`src/rtl/dcache_wt_if.sv`:
```
// Bundles the core request/response bus and the backing-memory handshake of the cache.
// The cache is the slave; the core plus data memory form the master side.
interface dcache_wt_if #(
  parameter int WIDTH = 32
);
  logic             req_valid;
  logic             req_we;
  logic [WIDTH-1:0] req_addr;
  logic [WIDTH-1:0] req_wdata;
  logic [WIDTH-1:0] resp_rdata;
  logic             stall;

  logic             mem_req_valid;
  logic             mem_req_ready;
  logic             mem_we;
  logic [WIDTH-1:0] mem_addr;
  logic [WIDTH-1:0] mem_wdata;
  logic             mem_rvalid;
  logic [WIDTH-1:0] mem_rdata;

  modport master (
    output req_valid, req_we, req_addr, req_wdata,
    input  resp_rdata, stall,
    input  mem_req_valid, mem_we, mem_addr, mem_wdata,
    output mem_req_ready, mem_rvalid, mem_rdata
  );

  modport slave (
    input  req_valid, req_we, req_addr, req_wdata,
    output resp_rdata, stall,
    output mem_req_valid, mem_we, mem_addr, mem_wdata,
    input  mem_req_ready, mem_rvalid, mem_rdata
  );
endinterface

```
`src/rtl/dcache_wt.sv`:
```
// Direct-mapped, write-through, no-write-allocate data cache with one-word lines.
// Load hits answer combinationally; misses and all stores stall while memory is accessed.
module dcache_wt #(
  parameter int SETS  = 16,
  parameter int WIDTH = 32
) (
  input  logic          clk,
  input  logic          rst,
  dcache_wt_if.slave    bus,
  output logic [15:0]   hit_count,
  output logic [15:0]   miss_count
);
  localparam int IDX  = $clog2(SETS);
  localparam int TAGW = WIDTH - IDX - 2;

  typedef enum logic [2:0] {
    IDLE    = 3'd0,
    RD_REQ  = 3'd1,
    RD_WAIT = 3'd2,
    RD_RESP = 3'd3,
    WR_REQ  = 3'd4,
    WR_DONE = 3'd5
  } state_t;

  state_t state_reg, state_next;

  logic [SETS-1:0]  valid_reg;
  logic [SETS-1:0]  fill_sel;
  logic [TAGW-1:0]  tag_mem  [SETS];
  logic [WIDTH-1:0] data_mem [SETS];
  logic [WIDTH-1:0] rdata_reg;
  logic [15:0]      hit_count_reg;
  logic [15:0]      miss_count_reg;

  logic [IDX-1:0]   index;
  logic [TAGW-1:0]  tag;
  logic             hit;
  logic             load_hit;
  logic             load_miss;
  logic             fill_en;
  logic             wr_hit_en;
  logic             unused_ok;

  assign index     = bus.req_addr[IDX+1:2];
  assign tag       = bus.req_addr[WIDTH-1:IDX+2];
  assign hit       = valid_reg[index] && (tag_mem[index] == tag);
  assign load_hit  = (state_reg == IDLE) && bus.req_valid && !bus.req_we && hit;
  assign load_miss = (state_reg == IDLE) && bus.req_valid && !bus.req_we && !hit;
  assign fill_en   = (state_reg == RD_WAIT) && bus.mem_rvalid;
  // A store only touches the line if it already holds this address (no allocate).
  assign wr_hit_en = (state_reg == WR_REQ) && bus.mem_req_ready && hit;

  assign bus.mem_addr  = {bus.req_addr[WIDTH-1:2], 2'b00};
  assign bus.mem_wdata = bus.req_wdata;
  assign hit_count     = hit_count_reg;
  assign miss_count    = miss_count_reg;
  assign unused_ok     = &{1'b0, bus.req_addr[1:0]};

  always_ff @(posedge clk or negedge rst) begin
    if (!rst) begin
      state_reg <= IDLE;
    end else begin
      state_reg <= state_next;
    end
  end

  always_comb begin
    state_next = state_reg;
    case (state_reg)
      IDLE: begin
        if (bus.req_valid) begin
          if (bus.req_we) begin
            state_next = WR_REQ;
          end else if (!hit) begin
            state_next = RD_REQ;
          end
        end
      end
      RD_REQ:  if (bus.mem_req_ready) state_next = RD_WAIT;
      RD_WAIT: if (bus.mem_rvalid)    state_next = RD_RESP;
      RD_RESP: state_next = IDLE;
      WR_REQ:  if (bus.mem_req_ready) state_next = WR_DONE;
      WR_DONE: state_next = IDLE;
      default: state_next = IDLE;
    endcase
  end

  always_comb begin
    bus.stall         = 1'b0;
    bus.mem_req_valid = 1'b0;
    bus.mem_we        = 1'b0;
    bus.resp_rdata    = '0;
    case (state_reg)
      IDLE: begin
        if (bus.req_valid) begin
          if (bus.req_we || !hit) begin
            bus.stall = 1'b1;
          end else begin
            bus.resp_rdata = data_mem[index];
          end
        end
      end
      RD_REQ: begin
        bus.stall         = 1'b1;
        bus.mem_req_valid = 1'b1;
      end
      RD_WAIT: bus.stall = 1'b1;
      RD_RESP: bus.resp_rdata = rdata_reg;
      WR_REQ: begin
        bus.stall         = 1'b1;
        bus.mem_req_valid = 1'b1;
        bus.mem_we        = 1'b1;
      end
      default: ;
    endcase
  end

  for (genvar gi = 0; gi < SETS; gi++) begin : g_fill_sel
    assign fill_sel[gi] = fill_en && (index == IDX'(gi));
  end

  always_ff @(posedge clk or negedge rst) begin
    if (!rst) begin
      valid_reg <= '0;
    end else begin
      valid_reg <= valid_reg | fill_sel;
    end
  end

  // Tag and data storage carries no reset; the valid bits alone qualify it.
  always_ff @(posedge clk) begin
    if (fill_en) begin
      tag_mem[index]  <= tag;
      data_mem[index] <= bus.mem_rdata;
    end else if (wr_hit_en) begin
      data_mem[index] <= bus.req_wdata;
    end
  end

  always_ff @(posedge clk or negedge rst) begin
    if (!rst) begin
      rdata_reg      <= '0;
      hit_count_reg  <= '0;
      miss_count_reg <= '0;
    end else begin
      if (fill_en) begin
        rdata_reg <= bus.mem_rdata;
      end
      if (load_hit) begin
        hit_count_reg <= hit_count_reg + 16'd1;
      end
      if (load_miss) begin
        miss_count_reg <= miss_count_reg + 16'd1;
      end
    end
  end
endmodule

```
`src/flat_wrapper.sv`:
```
// flat-port wrapper written by rule: the top's interface ports become plain ports
module dcache_wt_flat 
#(
  parameter int SETS  = 16,
  parameter int WIDTH = 32
)
  (clk, rst, hit_count, miss_count, bus_req_valid, bus_req_we, bus_req_addr, bus_req_wdata, bus_resp_rdata, bus_stall, bus_mem_req_valid, bus_mem_we, bus_mem_addr, bus_mem_wdata, bus_mem_req_ready, bus_mem_rvalid, bus_mem_rdata);
  dcache_wt_if #(.WIDTH(WIDTH)) bus_i ();
  input  logic clk;
  input  logic rst;
  output logic [15:0] hit_count;
  output logic [15:0] miss_count;
  input wire logic [$bits(bus_i.req_valid)-1:0] bus_req_valid;
  input wire logic [$bits(bus_i.req_we)-1:0] bus_req_we;
  input wire logic [$bits(bus_i.req_addr)-1:0] bus_req_addr;
  input wire logic [$bits(bus_i.req_wdata)-1:0] bus_req_wdata;
  output wire logic [$bits(bus_i.resp_rdata)-1:0] bus_resp_rdata;
  output wire logic [$bits(bus_i.stall)-1:0] bus_stall;
  output wire logic [$bits(bus_i.mem_req_valid)-1:0] bus_mem_req_valid;
  output wire logic [$bits(bus_i.mem_we)-1:0] bus_mem_we;
  output wire logic [$bits(bus_i.mem_addr)-1:0] bus_mem_addr;
  output wire logic [$bits(bus_i.mem_wdata)-1:0] bus_mem_wdata;
  input wire logic [$bits(bus_i.mem_req_ready)-1:0] bus_mem_req_ready;
  input wire logic [$bits(bus_i.mem_rvalid)-1:0] bus_mem_rvalid;
  input wire logic [$bits(bus_i.mem_rdata)-1:0] bus_mem_rdata;
  assign bus_i.req_valid = bus_req_valid;
  assign bus_i.req_we = bus_req_we;
  assign bus_i.req_addr = bus_req_addr;
  assign bus_i.req_wdata = bus_req_wdata;
  assign bus_resp_rdata = bus_i.resp_rdata;
  assign bus_stall = bus_i.stall;
  assign bus_mem_req_valid = bus_i.mem_req_valid;
  assign bus_mem_we = bus_i.mem_we;
  assign bus_mem_addr = bus_i.mem_addr;
  assign bus_mem_wdata = bus_i.mem_wdata;
  assign bus_i.mem_req_ready = bus_mem_req_ready;
  assign bus_i.mem_rvalid = bus_mem_rvalid;
  assign bus_i.mem_rdata = bus_mem_rdata;
  dcache_wt #(.SETS(SETS), .WIDTH(WIDTH)) u_core (.clk(clk), .rst(rst), .bus(bus_i), .hit_count(hit_count), .miss_count(miss_count));
endmodule
```
`config.mk`:
```
export PLATFORM = sky130hd
export DESIGN_NAME = dcache_wt_flat
export DESIGN_NICKNAME = d
export VERILOG_FILES = /design/src/rtl/dcache_wt_if.sv /design/src/rtl/dcache_wt.sv /design/src/flat_wrapper.sv
export SDC_FILE = /design/constraint.sdc
export NUM_CORES = 1
export LEC_CHECK = 0
export ABC_AREA = 1
export CORE_AREA = 3 3 373 375
export DETAILED_ROUTE_END_ITERATION = 10
export DIE_AREA = 0 0 376 378
export PLACE_DENSITY = 0.45
export SYNTH_ARGS = -nofsm -noshare
export SYNTH_HDL_FRONTEND = slang
export SYNTH_SLANG_ARGS = --single-unit
export TNS_END_PERCENT = 5
```
`constraint.sdc`:
```
create_clock -name clk -period 5.2 [get_ports clk]
set_input_delay 1.3 -clock clk [delete_from_list [all_inputs] [get_ports clk]]
set_output_delay 1.3 -clock clk [all_outputs]
set_load 0.05 [all_outputs]
```
==> results of run 1 <==
worst max-delay path, cell delays in order:
cell and delay (ns):
buf_16 0.13, buf_12 0.12, nor2_4 0.05, buf_6 0.11, buf_12 0.14, buf_8 0.13
inv_8 0.06, o22ai_2 0.05, o21ai_1 0.15, nand2_1 0.11, nor2_4 0.18, nand4_1 0.11
nor2_1 0.13, nand4_1 0.16, nor2_4 0.16, buf_12 0.13, nand2_8 0.10, buf_16 0.21
o21ai_4 0.17, buf_6 0.13, buf_12 0.13
power groups by stage:
| stage | logic [W] | registers, W | clock network [W] |
|---|---|---|---|
| after global routing | 0.00270 | 0.00932 | 0.00859 |
| final | 0.00251 | 0.00929 | 0.00808 |
| after global placement | 0.00241 | 0.00945 | 0 |
| after detailed placement | 0.00242 | 0.00946 | 0 |
| after CTS | 0.00244 | 0.00929 | 0.00829 |
| after floorplan | 0.00119 | 0.00950 | 0 |
final cells by class:
| class | count | area (um2) | share of cell area [%] |
|---|---|---|---|
| clock buffers | 131 | 2900 | 5.48 |
| well taps | 1781 | 2230 | 4.22 |
| repair buffers | 558 | 6490 | 12.3 |
| multi-input cells | 2018 | 10100 | 19.2 |
| clock inverters | 83 | 870 | 1.65 |
| repair inverters | 1 | 11.3 | 0.0213 |
| inverters | 57 | 273 | 0.516 |
| flip-flops and latches | 1011 | 29900 | 56.7 |
logic make-up (layout without fill, tap and decap cells):
family / count (synthesis) / in the layout / synth area share, %
AND/OR/NAND/NOR: 1436 / 1436 / 14.2
flip-flops: 1011 / 1011 / 73.5
AO/OA/AOI/OAI: 518 / 518 / 7.31
buffers and inverters: 291 / 830 / 3.47
multiplexers: 32 / 32 / 0.884
XOR/XNOR: 28 / 28 / 0.602
adder cells (fa/ha/maj): 2 / 2 / 0.0614
other: 1 / 2 / 0.00920
stage by stage:
| step | power, W | hold slack (ns) | instances | setup TNS, ns |
|---|---|---|---|---|
| final | 0.0199 | 0.467 | 5640 | -1.98 |
| after global routing | 0.0206 | 0.488 | 5640 | -7.16 |
| after CTS | 0.0200 | 0.468 | 5614 | -5.67 |
| after detailed placement | 0.0119 | 0.453 | 5395 | -370.75 |
| after global placement | 0.0119 | 0.452 | 5395 | -383.03 |
| after floorplan | 0.0107 | 0.440 | 3320 | -15.98 |
Yosys cell counts:
cell,n
o21ai_1,22
ha_1,2
or2_2,17
nand3_1,106
o22ai_1,264
nor2_1,99
inv_1,50
nor2_2,2
buf_4,67
conb_1,1
and2_1,1
nand2_2,3
nand3b_1,20
mux2_2,32
nor2_4,3
clkbuf_1,85
nor3_1,17
a22oi_1,6
o21bai_1,16
nor3b_1,1
and3_1,2
a21boi_0,1
nand4_1,30
clkinv_1,1
xor2_1,20
nand2_1,1133
nor4_1,2
inv_2,6
edfxtp_1,928
xnor2_1,8
buf_1,24
o21ai_0,180
buf_2,58
a21oi_1,29
dfrtp_1,83
timing repair:
item	CTS	global route
pin swaps	3	39
endpoints found under the hold margin	0	0
gates resized for setup	34	130
gates cloned	0	9
setup buffers	5	18
setup endpoints to repair	33	33
layer usage:
layer  part of all wire (%)  vias up
met1                     46    13500
met5                      0        -
met2                     48      632
li1                       -    12700
met3                    4.5      157
met4                    2.0        0
path summary, 6_finish.rpt:
| kind | start | to | slack [ns] | depth (start not counted) |
|---|---|---|---|---|
| hold / removal | u_core.valid_reg[3] | u_core.valid_reg[3] | 0.47 | 1 |
| hold reg to reg | u_core.valid_reg[3] | u_core.valid_reg[3] | 0.47 | 1 |
| max in group asynchronous | rst | u_core.rdata_reg[30] | 3.52 | 2 |
| min in group asynchronous | rst | u_core.miss_count[15] | 0.68 | 1 |
| setup / recovery | bus_req_addr[2] | bus_resp_rdata[30] | -0.13 | 21 |
| setup reg to reg | u_core.tag_mem[5][8] | u_core.data_mem[6][9] | 1.51 | 22 |
==> results_tabular.tex, run 1 <==
\begin{tabular}{lr}
\hline
Metric & Value \\
\hline
\multicolumn{2}{l}{\textbf{Status}} \\
\quad Status & finished, violations left \\
\quad Violations in the final reports & negative setup slack \\
\multicolumn{2}{l}{\textbf{Die}} \\
\quad Die W & 376 um \\
\quad FP Rows & $\sim$140 \\
\quad Die Span Y & between 300 and 400 um \\
\quad Placeable core region & 0.136 mm2 \\
\quad Area of the die & 0.142 mm2 \\
\quad I/O pin count & around 230 \\
\quad Initial cell density of the core & 30.1\% \\
\multicolumn{2}{l}{\textbf{Detailed routing}} \\
\quad Detailed-routing iteration count for the pre-antenna-repair pass & 7 \\
\quad DRC errors left & 0 \\
\quad Post-detailed-route via-to-cell ratio & 4.79 \\
\quad DR iter-0 viols & 1907 \\
\quad Post-route ant nets & 0 \\
\quad Routed WL per cell & 22.6 um \\
\quad Total Routed Length & 127 mm \\
\quad Via count & around 27000 \\
\multicolumn{2}{l}{\textbf{Power}} \\
\quad Clock share of power & 40.6\% \\
\quad IR Drop Worst-Case VDD & 0.306 mV \\
\quad Share of total power consumed by net switching & 25.4\% \\
\quad Cell-internal power & 0.0148 W \\
\quad NetSw & 0.00504 W \\
\quad Seq pwr share & 46.8\% \\
\quad Standby leakage power & between 15 and 20 nW \\
\quad Part of the total power dissipated in combinational logic & between 10\% and 20\% \\
\quad Power per cell area & 376 mW/mm2 \\
\multicolumn{2}{l}{\textbf{Cells and area}} \\
\quad Number of nets at the end of the flow & 3863 \\
\quad Summed area of non-filler cells in the final layout & 0.0528 mm2 \\
\quad Share of the core filled with cells in the final layout & 38.9\% \\
\quad Highest-count cells in the layout ignoring fill and taps & nand2\_1, edfxtp\_1, o22ai\_1 \\
\quad Number of filler cells placed in the layout & 12900 \\
\quad Share of post-route cells with drive strength above 1 & 18.4\% \\
\quad Number of antenna diodes & 0 \\
\quad Relative area change from synthesis to final layout & 29.6\% \\
\quad Max FFs per register & 512 \\
\quad Most common library cell in the layout ignoring fill and taps & nand2\_1 \\
\multicolumn{2}{l}{\textbf{Timing}} \\
\quad Max-slew violation count & 0 \\
\quad Setup repair after global routing missed its margin & yes \\
\quad Maximum operating frequency & 0.188 GHz \\
\quad Minimum clock period & 5.33 ns \\
\quad Worst slew margin & between 40 and 50\% \\
\quad Number of hold violations in the final report & 0 \\
\quad Worst clock skew & between 0.03 and 0.04 ns \\
\quad Worst Slack Setup Final & -0.130 ns \\
\quad Fin crit share & 103\% \\
\quad Final setup violation count & 29 \\
\quad Measured slew at the worst slew-check pin & 0.897 ns \\
\multicolumn{2}{l}{\textbf{Worst setup path}} \\
\quad WP data required & 3.90 ns \\
\quad Sort of element at the end of the critical path & output pin \\
\quad Setup crit start kind & primary input \\
\quad Critical Path Fanout Max & 10 \\
\quad Worst setup path class & in2out \\
\quad Critical path arrival & slightly above 4 ns \\
\multicolumn{2}{l}{\textbf{Placement}} \\
\quad Placed cell areas & between 0.04 and 0.05 mm2 \\
\quad Final weighted congestion in routability-driven placement & around 0.77 \\
\quad Port Buffer Count & 228 \\
\quad Setup Slack @ Placement & -0.843 ns \\
\quad HPWL after detailed placement & 72.6 mm \\
\multicolumn{2}{l}{\textbf{Clock tree}} \\
\quad Root buffer cell & clkbuf\_16 \\
\quad Clk pin slew, worst setup/hold paths & 0.06 ns \\
\quad Latest clock arrival within the worst-skew pair & 0.73 ns \\
\quad TritonCTS clock tree & done \\
\quad Max Root-Sink Buffers & 3 \\
\quad H-tree lvl count & 3 \\
\quad TritonCTS Buffers & 112 \\
\quad Cts-stage hold buffer count & 0 \\
\quad Number of sinks handled by clock tree synthesis & between 1000 and 1500 \\
\multicolumn{2}{l}{\textbf{Global routing}} \\
\quad Via count of the first global-routing pass & between 20000 and 30000 \\
\quad GRT Residual Overflow & 0 \\
\quad Fraction of met3 tracks used by global routing & 2.69\% \\
\quad Met1 usage in global routing & 24.2\% \\
\quad Global-route wire length before repair & 182 mm \\
\quad Global-route met2 utilization & 28.0\% \\
\quad Antenna violations before repair & 0 \\
\quad GRT Util Overall & roughly 17\% \\
\quad Maximum number of pins on one net before global-route repair & 95 \\
\quad Peak-usage layer in the global routing report & met2 \\
\multicolumn{2}{l}{\textbf{Run}} \\
\quad Max-cap viol count & 0 \\
\multicolumn{2}{l}{\textbf{Synth}} \\
\quad Fraction of post-synthesis cell area in the top cell type by area & 68.4\% \\
\quad Flip-flop and latch count after synthesis & 1011 \\
\quad Synthesized area & 0.0408 mm2 \\
\quad Top cells by area, synth & edfxtp\_1, nand2\_1, dfrtp\_1 \\
\quad Distinct cell type count after synthesis & 35 \\
\quad Proportion of synthesized chip area in sequential cells & $\sim$73\% \\
\quad Warnings from Yosys & 0 \\
\quad Cell taking the most area after synthesis & edfxtp\_1 \\
\quad Post-Syn Area per Cell & 12.3 um2 \\
\quad Cell count after synthesis & roughly 3300 \\
\multicolumn{2}{l}{\textbf{Min path}} \\
\quad Tightest Hold Check Type & reg2reg \\
\hline
\end{tabular}
No activity file was read; power rests on OpenSTA's default activity.
==> run 2: changes to the inputs <==
--- a/config.mk
+++ b/config.mk
@@ -6,10 +6,11 @@
 export NUM_CORES = 1
 export LEC_CHECK = 0
 export ABC_AREA = 1
-export CORE_AREA = 3 3 373 375
+export CORE_AREA = 3 3 408 410
 export DETAILED_ROUTE_END_ITERATION = 10
-export DIE_AREA = 0 0 376 378
-export PLACE_DENSITY = 0.45
+export DIE_AREA = 0 0 411 413
+export PLACE_DENSITY = 0.39
+export SLEW_MARGIN = 0
 export SYNTH_ARGS = -nofsm -noshare
 export SYNTH_HDL_FRONTEND = slang
 export SYNTH_SLANG_ARGS = --single-unit
==> run 2 against run 1 <==
Against the previous run: the flow still finishes with violations (negative setup slack); utilization shrank 6.0 points; global-route usage shrank 1.6 points; register-to-register slack gained 0.03 ns; power grew 0.43%; largest cell class unchanged.
==> results_tabular.tex, run 2 (synthesized netlist as in run 1, its figures left out) <==
\begin{tabular}{lr}
\hline
Metric & Value \\
\hline
\multicolumn{2}{l}{\textbf{Status}} \\
\quad Status & finished, violations left \\
\quad Violations in the final reports & negative setup slack \\
\multicolumn{2}{l}{\textbf{Power}} \\
\quad IR Drop Worst-Case VDD & 0.291 mV \\
\quad Standby leakage power & 19.5 nW \\
\quad Design Power & 0.0200 W \\
\quad Power per cell area & 372 mW/mm2 \\
\multicolumn{2}{l}{\textbf{Global routing}} \\
\quad Via count of the first global-routing pass & 27000 \\
\quad Global-route wire length before repair & between 150 and 200 mm \\
\quad Maximum number of pins on one net before global-route repair & between 80 and 90 \\
\quad GRT Util Overall & 15.6\% \\
\quad GRT Residual Overflow & 0 \\
\quad Antenna violations before repair & 4 \\
\multicolumn{2}{l}{\textbf{Worst setup path}} \\
\quad Worst path slowest cell & buf\_16 \\
\quad Reg2Reg Depth & 22 \\
\quad Slowest stage delay, CP & between 0.2 and 0.25 ns \\
\quad Setup slack on the worst flop-to-flop path & 1.54 ns \\
\quad End of the worst register-to-register path & u\_core.data\_mem[3][31] \\
\quad Sort of element at the end of the critical path & output pin \\
\quad CP startpoint & bus\_req\_addr[3] \\
\quad Setup crit start kind & primary input \\
\quad Critical Path Fanout Max & 15 \\
\quad Critical register-to-register path startpoint & u\_core.tag\_mem[5][1] \\
\quad WP data required & about 4 ns \\
\quad CP most frequent cell & buf\_12 \\
\quad Worst setup path class & in2out \\
\quad Critical path arrival & 4.04 ns \\
\quad CP cell instances & buf\_8 > buf\_12 > nand2\_8 > inv\_8 > buf\_12 > buf\_6 > nand2\_1 > nand3\_1 > nand2\_1 > nand2\_2 > nor2\_2 > buf\_4 > o21ai\_1 > nor2\_1 > nand3\_1 > nor2\_1 > nand2\_1 > nor2\_4 > buf\_12 > nand2\_8 > buf\_16 > o21ai\_4 > buf\_6 > buf\_12 \\
\multicolumn{2}{l}{\textbf{Timing}} \\
\quad Setup repair after global routing missed its margin & yes \\
\quad Max-slew violation count & 0 \\
\quad Worst slew margin & 37.3\% \\
\quad Worst Slack Setup Final & -0.136 ns \\
\quad Measured slew at the worst slew-check pin & around 0.94 ns \\
\quad Fin crit share & 103\% \\
\quad Minimum clock period & 5.34 ns \\
\quad Hold WS & between 0.4 and 0.5 ns \\
\quad Maximum operating frequency & 0.187 GHz \\
\quad Number of hold violations in the final report & 0 \\
\quad Final setup violation count & 32 \\
\quad Worst clock skew & between 0.09 and 0.1 ns \\
\multicolumn{2}{l}{\textbf{Placement}} \\
\quad Placed cell areas & 0.0488 mm2 \\
\quad Port Buffer Count & 228 \\
\quad Final weighted congestion in routability-driven placement & 0.740 \\
\quad HPWL after detailed placement & 76.5 mm \\
\multicolumn{2}{l}{\textbf{Detailed routing}} \\
\quad Routed WL per cell & 22.3 um \\
\quad Detailed-routing iteration count for the pre-antenna-repair pass & 5 \\
\quad Total Routed Length & $\sim$130 mm \\
\quad DR iter-0 viols & roughly 1700 \\
\quad Via count & 26900 \\
\quad Post-route ant nets & 0 \\
\quad Post-detailed-route via-to-cell ratio & 4.45 \\
\quad DRC errors left & 0 \\
\multicolumn{2}{l}{\textbf{Die}} \\
\quad Placeable core region & 0.163 mm2 \\
\quad Die W & 411 um \\
\quad Area of the die & 0.170 mm2 \\
\quad Die Span Y & between 400 and 500 um \\
\quad Initial cell density of the core & 25.0\% \\
\quad FP Rows & 148 \\
\quad I/O pin count & 233 \\
\multicolumn{2}{l}{\textbf{Cells and area}} \\
\quad Number of nets at the end of the flow & 3879 \\
\quad Highest-count cells in the layout ignoring fill and taps & nand2\_1, edfxtp\_1, o22ai\_1 \\
\quad Relative area change from synthesis to final layout & 31.6\% \\
\quad Share of post-route cells with drive strength above 1 & 18.3\% \\
\quad Most common library cell in the layout ignoring fill and taps & nand2\_1 \\
\quad Max FFs per register & 512 \\
\quad Number of filler cells placed in the layout & 16200 \\
\quad Share of the core filled with cells in the final layout & 33.0\% \\
\quad Summed area of non-filler cells in the final layout & 0.0537 mm2 \\
\multicolumn{2}{l}{\textbf{Clock tree}} \\
\quad Number of sinks handled by clock tree synthesis & $\sim$1000 \\
\quad TritonCTS clock tree & done \\
\quad Root buffer cell & clkbuf\_16 \\
\quad Clk pin slew, worst setup/hold paths & 0.06 ns \\
\quad H-tree lvl count & 3 \\
\quad TritonCTS Buffers & 114 \\
\quad Latest clock arrival within the worst-skew pair & 0.77 ns \\
\quad Max Root-Sink Buffers & 3 \\
\multicolumn{2}{l}{\textbf{Min path}} \\
\quad Tightest Hold Check Type & reg2reg \\
\quad Critical hold path startpoint & u\_core.valid\_reg[13] \\
\quad Depth of the worst hold-timing path & 1 \\
\quad Terminating pin of the worst hold path & u\_core.valid\_reg[13] \\
\multicolumn{2}{l}{\textbf{Run}} \\
\quad Max-cap viol count & 0 \\
\hline
\end{tabular}
==> run 2: cell types whose count changed in the layout (fill, tap and decap cells not counted), sizes merged <==
| cell | delta |
|---|---|
| clkinv | -16 |
| clkdlybuf4s15 | +2 |
| buf | +18 |
| diode | +1 |
| bufinv | -5 |
| inv | +2 |
| clkdlybuf4s50 | +1 |
| bufbuf | +3 |
| clkbuf | +7 |
==> run 2: cell type report <==
cell class,count,area (um2),share of cell area (%)
diodes,1,2.50,0.00466
clock buffers,147,3040,5.66
clock inverters,65,716,1.33
inverters,57,250,0.466
multi-input cells,2018,10100,18.8
flip-flops and latches,1011,29900,55.8
well taps,2175,2720,5.07
repair buffers,573,6880,12.8
==> run 2: timing repair <==
item | in CTS | in global routing
resized for setup | 132 | 23
setup buffers | 20 | 10
endpoints found under the setup margin | 33 | 33
cloned | 10 | 0
pin swaps | 33 | 12
hold buffers | 0 | 0
==> run 2: worst max-delay path by stage <==
| stage | endpoint | slack [ns] | cells after the start |
|---|---|---|---|
| 6_report | bus_resp_rdata[29] | -0.14 | 24 |
| 4_1_cts | bus_resp_rdata[29] | -0.16 | 24 |
| 5_1_grt | bus_resp_rdata[29] | -0.28 | 24 |
| 2_1_floorplan | bus_resp_rdata[12] | -0.31 | 20 |
| 3_3_place_gp | bus_resp_rdata[4] | -0.79 | 16 |
| 3_5_place_dp | bus_resp_rdata[6] | -0.85 | 16 |
==> run 2: critical path, delay by kind of cell <==
kind / cells / cell delay (ns)
AO/OA/AOI/OAI: 2 / 0.22
buffers and inverters: 10 / 1.33
AND/OR/NAND/NOR: 12 / 1.14
==> run 2: where the power goes <==
part	switching, W	internal (W)	total (W)	leakage (nW)
logic	0.00164	0.000975	0.00261	8.29
clock network	0.00341	0.00464	0.00806	1.82
registers	0.000143	0.00915	0.00930	9.36
==> run 2: layer usage <==
layer | up-vias | track usage (%) | routed length (um)
met4 | 2 | 3.30 | 2440
li1 | 12800 | - | -
met2 | 510 | 25.3 | 62800
met5 | - | 0 | 13
met3 | 154 | 2.67 | 5400
met1 | 13500 | 21.9 | 64000
==> run 2: per-stage QoR <==
step	setup slack [ns]	TNS (ns)	cells
3_5_place_dp	-0.850	-374.39	5795
3_3_place_gp	-0.792	-399.01	5795
2_1_floorplan	-0.311	-15.98	3320
4_1_cts	-0.163	-3.55	6036
5_1_grt	-0.279	-7.72	6046
6_report	-0.136	-2.69	6047
